$ cat src/rtl/audio_tx_pkg.sv
// Shared constants and types for the audio DAC transmit path (I2S, 64-bit frames).
package audio_tx_pkg;

  localparam int unsigned SLOT_W     = 32;
  localparam int unsigned FRAME_BITS = 64;
  localparam int unsigned MSB_POS    = 1;
  localparam int unsigned SAMPLE_W   = 24;

  typedef enum logic {
    LEFT_SLOT  = 1'b0,
    RIGHT_SLOT = 1'b1
  } lr_slot_e;

  typedef struct packed {
    logic signed [SAMPLE_W-1:0] left;
    logic signed [SAMPLE_W-1:0] right;
  } stereo_sample_t;

endpackage

$ cat src/rtl/audio_tx_fifo.sv
// Synchronous FIFO of stereo sample pairs with registered occupancy count.
module audio_tx_fifo
  import audio_tx_pkg::*;
#(
  parameter int unsigned DEPTH = 8,
  parameter type T = stereo_sample_t
) (
  input  logic                     clk,
  input  logic                     reset_n,
  input  logic                     push,
  input  logic                     pop,
  input  T                         wdata,
  output T                         rdata,
  output logic                     full,
  output logic                     empty,
  output logic [$clog2(DEPTH):0]   count
);

  localparam int unsigned AW = $clog2(DEPTH);
  localparam logic [AW:0] DEPTH_C = DEPTH[AW:0];

  T              mem [DEPTH];
  logic [AW-1:0] wr_ptr;
  logic [AW-1:0] rd_ptr;
  logic          push_ok;
  logic          pop_ok;

  assign full    = (count == DEPTH_C);
  assign empty   = (count == '0);
  assign push_ok = push & ~full;
  assign pop_ok  = pop & ~empty;
  assign rdata   = mem[rd_ptr];

  always_ff @(posedge clk) begin
    if (push_ok) mem[wr_ptr] <= wdata;
  end

  always_ff @(posedge clk or negedge reset_n) begin
    if (!reset_n) begin
      wr_ptr <= '0;
      rd_ptr <= '0;
      count  <= '0;
    end else begin
      if (push_ok) wr_ptr <= wr_ptr + 1'b1;
      if (pop_ok)  rd_ptr <= rd_ptr + 1'b1;
      unique case ({push_ok, pop_ok})
        2'b10:   count <= count + 1'b1;
        2'b01:   count <= count - 1'b1;
        default: ;
      endcase
    end
  end

endmodule

$ cat src/rtl/audio_dac_tx.sv
// I2S DAC transmitter: FIFO-buffered stereo pairs serialized on bclk/lrclk/data.
// Optional AUDIO_TX_UNDERFLOW_CNT_EN adds a saturating underflow_count output.
module audio_dac_tx
  import audio_tx_pkg::*;
#(
  parameter int unsigned DATA_W     = 24,
  parameter int unsigned FIFO_DEPTH = 8,
  parameter int unsigned BCLK_DIV   = 8
) (
  input  logic              clk,
  input  logic              reset_n,
  input  logic              write,
  input  logic [DATA_W-1:0] writedata_left,
  input  logic [DATA_W-1:0] writedata_right,
  output logic              write_ready,
  output logic              aud_bclk,
  output logic              aud_daclrck,
  output logic              aud_dacdat
`ifdef AUDIO_TX_UNDERFLOW_CNT_EN
  ,
  output logic [15:0]       underflow_count
`endif
);

  localparam int unsigned DIV_W  = $clog2(BCLK_DIV);
  localparam int unsigned CNT_W  = $clog2(FRAME_BITS);
  localparam int unsigned POS_W  = $clog2(SLOT_W);
  localparam int unsigned FCNT_W = $clog2(FIFO_DEPTH) + 1;
  localparam logic [DIV_W-1:0]  DIV_LAST = DIV_W'(BCLK_DIV - 1);
  localparam logic [FCNT_W-1:0] FULL_C   = FCNT_W'(FIFO_DEPTH);

  typedef struct packed {
    logic signed [DATA_W-1:0] left;
    logic signed [DATA_W-1:0] right;
  } pair_t;

  logic [DIV_W-1:0]  div_cnt;
  logic [CNT_W-1:0]  bit_cnt;
  logic [CNT_W-1:0]  bit_nxt;
  logic [POS_W-1:0]  pos_nxt;
  logic              div_wrap;
  logic              fall_evt;
  logic              frame_start;
  logic              in_data;
  pair_t             wdata;
  pair_t             head;
  logic              fifo_full;
  logic              fifo_empty;
  logic [FCNT_W-1:0] fifo_count;
  logic [DATA_W-1:0] sh_l;
  logic [DATA_W-1:0] sh_r;

  assign wdata       = {writedata_left, writedata_right};
  assign write_ready = (fifo_count != FULL_C);

  assign div_wrap    = (div_cnt == DIV_LAST);
  assign fall_evt    = div_wrap & aud_bclk;
  assign bit_nxt     = bit_cnt + 1'b1;
  assign pos_nxt     = bit_nxt[POS_W-1:0];
  assign frame_start = fall_evt && (bit_nxt == '0);
  assign in_data     = (32'(pos_nxt) >= MSB_POS) && (32'(pos_nxt) < MSB_POS + DATA_W);

  audio_tx_fifo #(
    .DEPTH (FIFO_DEPTH),
    .T     (pair_t)
  ) u_fifo (
    .clk     (clk),
    .reset_n (reset_n),
    .push    (write & ~fifo_full),
    .pop     (frame_start),
    .wdata   (wdata),
    .rdata   (head),
    .full    (fifo_full),
    .empty   (fifo_empty),
    .count   (fifo_count)
  );

  // All data actions happen on the falling bclk event so the codec sees stable data on the rise.
  always_ff @(posedge clk or negedge reset_n) begin
    if (!reset_n) begin
      div_cnt     <= '0;
      bit_cnt     <= '0;
      aud_bclk    <= 1'b0;
      aud_daclrck <= 1'b0;
      aud_dacdat  <= 1'b0;
      sh_l        <= '0;
      sh_r        <= '0;
    end else begin
      div_cnt <= div_wrap ? '0 : div_cnt + 1'b1;
      if (div_wrap) aud_bclk <= ~aud_bclk;
      if (fall_evt) begin
        bit_cnt     <= bit_nxt;
        aud_daclrck <= bit_nxt[CNT_W-1];
        aud_dacdat  <= 1'b0;
        if (frame_start) begin
          sh_l <= fifo_empty ? '0 : head.left;
          sh_r <= fifo_empty ? '0 : head.right;
        end else if (in_data) begin
          if (lr_slot_e'(bit_nxt[CNT_W-1]) == RIGHT_SLOT) begin
            aud_dacdat <= sh_r[DATA_W-1];
            sh_r       <= sh_r << 1;
          end else begin
            aud_dacdat <= sh_l[DATA_W-1];
            sh_l       <= sh_l << 1;
          end
        end
      end
    end
  end

`ifdef AUDIO_TX_UNDERFLOW_CNT_EN
  always_ff @(posedge clk or negedge reset_n) begin
    if (!reset_n) begin
      underflow_count <= '0;
    end else if (frame_start && fifo_empty && (underflow_count != '1)) begin
      underflow_count <= underflow_count + 1'b1;
    end
  end
`endif

endmodule

$ cat config.mk
export PLATFORM = sky130hd
export DESIGN_NAME = audio_dac_tx
export DESIGN_NICKNAME = d
export VERILOG_FILES = /design/src/rtl/audio_tx_pkg.sv /design/src/rtl/audio_tx_fifo.sv /design/src/rtl/audio_dac_tx.sv
export SDC_FILE = /design/constraint.sdc
export NUM_CORES = 1
export LEC_CHECK = 0
export ABC_AREA = 1
export CAP_MARGIN = 20
export CORE_UTILIZATION = 51
export CTS_CLUSTER_SIZE = 12
export DETAILED_ROUTE_END_ITERATION = 8
export GPL_TIMING_DRIVEN = 0
export PLACE_DENSITY = 0.69
export RECOVER_POWER = 50
export SYNTH_ARGS = -nofsm -noshare
export SYNTH_HDL_FRONTEND = slang
export SYNTH_SLANG_ARGS = --single-unit
$ cat constraint.sdc
create_clock -name clk -period 11.2 [get_ports clk]
set_clock_uncertainty 0.15 [all_clocks]
set_input_delay 2.8 -clock clk [delete_from_list [all_inputs] [get_ports clk]]
set_output_delay 2.8 -clock clk [all_outputs]
set_load 0.02 [all_outputs]
======== After elaboration in Yosys (flattened, before gate mapping) ========
Memory sizes are Yosys's and may differ from the RTL's.
Index checks and enable logic that the tools add are counted.
word-level totals
  flip-flop bits (word level) ............. 70
  bits in latches ......................... 0
  bits in writable memories ............... 384
  memory bits (read-only) ................. 0
  bits of input ports ..................... 51
  output and inout bits ................... 4
  word-level logic and storage cells ...... 56
  memories ................................ 1
cells by class
  add/sub/neg operators ................... 6
  $mul .................................... 0
  divide/modulo/power cells ............... 0
  $lt $le $gt $ge ......................... 2
  equal/unequal tests ..................... 6
  shifts and indexed selects .............. 0
  multiplexer cells ....................... 15
  bitwise logic cells ..................... 7
  reductions and logical operators ........ 9
memories
  name        words  width  rd ports  clocked after memory_dff  wr ports  RTL line             RTL
  u_fifo.mem  8      48     1         0                         1         audio_tx_fifo.sv:22  T mem [DEPTH];
operators by type and width
  kind                                                                                 number
  24-bit 2-to-1 mux                                                                    8
  3-bit by 1-bit adder with 3-bit output, second input constant                        3
  4-bit case mux with 2 select lines                                                   1
  6-bit by 1-bit adder with 6-bit output, second input constant                        1
  6-bit zero test                                                                      1
  3-bit AND reduction                                                                  2
  2-bit nonzero test                                                                   3
  5-bit by 1-bit greater-or-equal comparator with 1-bit output, second input constant  1
  5-bit < comparator, second input constant                                            1
  1-bit 2-to-1 mux                                                                     5
  4-bit by 1-bit adder with 4-bit output, second input constant                        1
  1-bit bitwise AND                                                                    4
  4-bit equality test, second input constant                                           1
  4-bit zero test                                                                      1
  4-bit inequality test, second input constant                                         1
  4-bit by 1-bit subtractor with 4-bit output, second input constant                   1
  3-bit equality test, second input constant                                           1
  3-bit 2-to-1 mux                                                                     1
  1-bit inverter                                                                       3
  2-bit by 1-bit equality test with 1-bit output, second input constant                1
  2-bit equality test, second input constant                                           1
  1-bit logical AND                                                                    2
  2-bit by 1-bit inequality test with 1-bit output, second input constant              1

======== Depth between registers and ports, before layout ========
  word-level depth ........................ 6
  depth in mapped cells ................... 17

======== Cells and area by module ========
From an unflattened synthesis, not the netlist that was laid out.
unflattened totals
  cell total of the unflattened synthesis .. 2,241
  area total of the unflattened synthesis .. 20,634.8 sq um
by module, submodules not included
  module         times used  cells an instance  area each (sq um)  seq. area each (sq um)
  audio_tx_fifo  1           1,741              17,176.5           11,781.3
  audio_dac_tx   1           500                3,458.3            1,476.4

======== Worst setup path after synthesis ========
Ideal clock, no wire load.
  path kind ............................... input -> register
  from .................................... in write
  to ...................................... mem u_fifo.mem[0][0] in the netlist's numbering (enable)
  library setup time ...................... 0.454 ns
  arrival ................................. 5.259 ns
  setup slack ............................. 5.338 ns
  cell stages on the path ................. 3
  path through ............................ nand2_1 > or2_2 > nor2_1
between the ends
  word-level cells in the longest chain between the ends .. 4
ends and longest elaborated chain
  item                                    RTL line             RTL
  start: declaration                      audio_dac_tx.sv:12   input logic write,
  1-bit bitwise AND                       audio_dac_tx.sv:69   .push (write & ~fifo_full),
  1-bit bitwise AND                       audio_tx_fifo.sv:30  assign push_ok = push & ~full;
  1-bit 2-to-1 mux                        audio_tx_fifo.sv:35  if (push_ok) mem[wr_ptr] <= wdata;
  1-bit 2-to-1 mux (not written as such)  audio_tx_fifo.sv:35
  end: declaration                        audio_tx_fifo.sv:22
No other way between the ends.

==> run summary <==
outcome - finished, violations left
failing checks - capacitance limit, slew limit
VDD IR max - 0.135 mV
max cap viols - 2
register area share after synthesis - 65.5%
root buf cell - clkbuf_16
R2R depth - 14
die width - 201 um
metal3 WL - 3480 um
vias in the first global route - 14000
area grow syn2layout - 14.7%
CP startpoint - reset_n
WP data arrival - 5780 ps
fin. max-slew vios - 72
FP Rows - 72
Detail Route Antenna Nets - 0
final hold vios - 0
period utilisation layout - 50.9%
CP Max Fanout - 37
Syn Std Cell Area - 20200 um2
clock buffer count from CTS - 47
initial antenna violation count - 1
Worst path top cell family by delay - buffers and inverters
DPL Wire Length - 31100 um
Initial DRC Count - 1326
Setup crit end - sh_l[6]
post-CTS setup buffers - 0
Final min period - 5700 ps
stages on the worst setup path - 2
crit-path cells - clkbuf_1, clkbuf_1
Crit. End Element - async pin
DR top layer - met5
number of synthesized register bits - 453
worst setup margin - 5500 ps
Die ar. - 40500 um2
DRC Markers - 0
fin area - 23200 um2
Worst path max stage delay - 1650 ps
first-pass GRT wire length - 75000 um
drt wl/cell - 16.9 um
IO buf count - 54
Final GP Congestion - 0.843
FF-to-FF Start - div_cnt[0]
kind of critical path - input port to async pin
Num Clock Sinks - 453
Worst Hold Class - flop to flop
Worst slew margin - -47.5%
RR Endpoint - u_fifo.count[2]
CTS tree - built
worst-margin pin slew - 2210 ps
post-place setup slack - 5850 ps
Register-to-Register Setup Slack - 7130 ps
drt first pass iters - 5
drt via density - 5.10
post-CTS sizing - 0
CP required - 11270 ps
RSZ-0062 raised after global routing - false
worst-skew pair later-pin latency - 580 ps
chip height - 201 um
syn_nets - 2205
H-tree levels - 2
via count - 14300
core area - 38900 um2
Routed met1 length - 20000 um
Leakage - 10.6 nW
Mapped Cells - 2144
total track usage - 23.9%
post-synthesis cell type count - 27
Ports - 55
Max Freq - 175 MHz
yosys warns - 0
placed cell areas - 21800 um2
CTS clk-pin slew, worst paths - 60 ps
Final Setup Violations - 0
Worst path slowest cell - clkbuf_1
crit-path most repeated cell - clkbuf_1
clock tree buffer depth - 3
Post-Route WL - 47500 um
share of layout cells above drive strength 1 - 5.05%
power density cells - 145 nW/um2
setup TNS - 0 ps
met2 WL - 22900 um
grt ovf - 0
Hold Crit Start - div_cnt[0]
Mean Syn Cell Area - 9.44 um2
hold_buf cts - 0
antenna cells - 0
Initial Util - 52.0%
Buf/Inv on CP - 2
crit path launch type - input port
largest net degree at the start of global routing - 38
nets@finish - 2322
## final cells by class
type,instances,area (um2)
fillers,3175,15700
flip-flops and latches,453,13300
multi-input cells,1201,5100
inverters,389,1460
clock buffers,77,1390
repair buffers,68,851
well taps,518,648
plain buffers,101,428
clock inverters,8,77.6
## synth_stat cells (all sizes together)
cell type / instances / share of area, %
a21oi: 6 / 0.20
buf: 51 / 1.3
clkbuf: 50 / 0.93
dfrtp: 69 / 8.5
edfxtp: 384 / 57
ha: 10 / 0.62
inv: 389 / 7.2
nand2: 856 / 16
nand3: 220 / 5.5
nand3b: 1 / 0.037
nand4: 2 / 0.062
nor2: 32 / 0.69
o21ai: 63 / 1.6
o221ai: 2 / 0.087
or2: 1 / 0.031
xnor2: 3 / 0.13
xor2: 5 / 0.22
## routing by layer
| metal | track usage (%) | vias up |
|---|---|---|
| met4 | 7.85 | 2 |
| li1 | - | 6946 |
| met5 | 0 | - |
| met2 | 39.8 | 522 |
| met3 | 4.60 | 87 |
| met1 | 31.6 | 6787 |
## report_power, final
| part | total (W) | internal, W | switching [W] |
|---|---|---|---|
| clock network | 0.00150 | 0.000871 | 0.000625 |
| registers | 0.00183 | 0.00183 | 0 |
| logic | 0.0000360 | 0.0000124 | 0.0000236 |
| total | 0.00336 | 0.00271 | 0.000648 |
## kinds of logic (layout without fill, tap and decap cells)
kind of cell | Yosys count | in the layout | synth area share (%)
buffers and inverters | 490 | 643 | 9.46
adder cells (fa/ha/maj) | 10 | 10 | 0.618
XOR/XNOR | 8 | 8 | 0.346
AO/OA/AOI/OAI | 71 | 71 | 1.85
flip-flops | 453 | 453 | 65.5
AND/OR/NAND/NOR | 1112 | 1112 | 22.2
## through the flow
stage          util, %  total power [W]  hold WS, ps  std cells
2_1_floorplan        -          0.00187          260       2144
5_1_grt           59.7          0.00345          297       2815
3_3_place_gp      55.1          0.00190          269       2716
4_1_cts           59.8          0.00338          283       2815
3_5_place_dp      56.1          0.00190          272       2730
6_report          59.7          0.00336          280       2815
## how the worst min path moves through the flow
stage | endpoint | depth (start not counted) | slack (ps)
floorplan | div_cnt[0] | 1 | 260
global placement | div_cnt[0] | 1 | 270
detailed placement | div_cnt[0] | 1 | 270
CTS | div_cnt[0] | 1 | 280
global route | div_cnt[0] | 1 | 300
finish | div_cnt[0] | 1 | 280
## sequential cells by signal, indices dropped and copies added, names as in the netlist
| name | count |
|---|---|
| sh_r | 24 |
| u_fifo.mem | 384 |
| aud_dacdat | 1 |
| bit_cnt | 5 |
| sh_l | 24 |
| aud_bclk | 1 |
| aud_daclrck | 1 |
| div_cnt | 3 |
| u_fifo.rd_ptr | 3 |
| u_fifo.count | 4 |
| u_fifo.wr_ptr | 3 |
## cell usage in the layout (no fill, tap or decap), drive strengths merged
| cell type | instances |
|---|---|
| o221ai | 2 |
| clkbuf | 137 |
| o21ai | 63 |
| nand3 | 220 |
| nand2 | 856 |
| edfxtp | 384 |
| xnor2 | 3 |
| inv | 390 |
| nand4 | 2 |
| clkinv | 6 |
| xor2 | 5 |
| clkdlybuf4s50 | 11 |
| buf | 56 |
| nand3b | 1 |
| nor2 | 32 |
| bufinv | 1 |
| dlygate4sd3 | 42 |
| a21oi | 6 |
| or2 | 1 |
| ha | 10 |
| dfrtp | 69 |
Power figures use the tool's default switching activity.
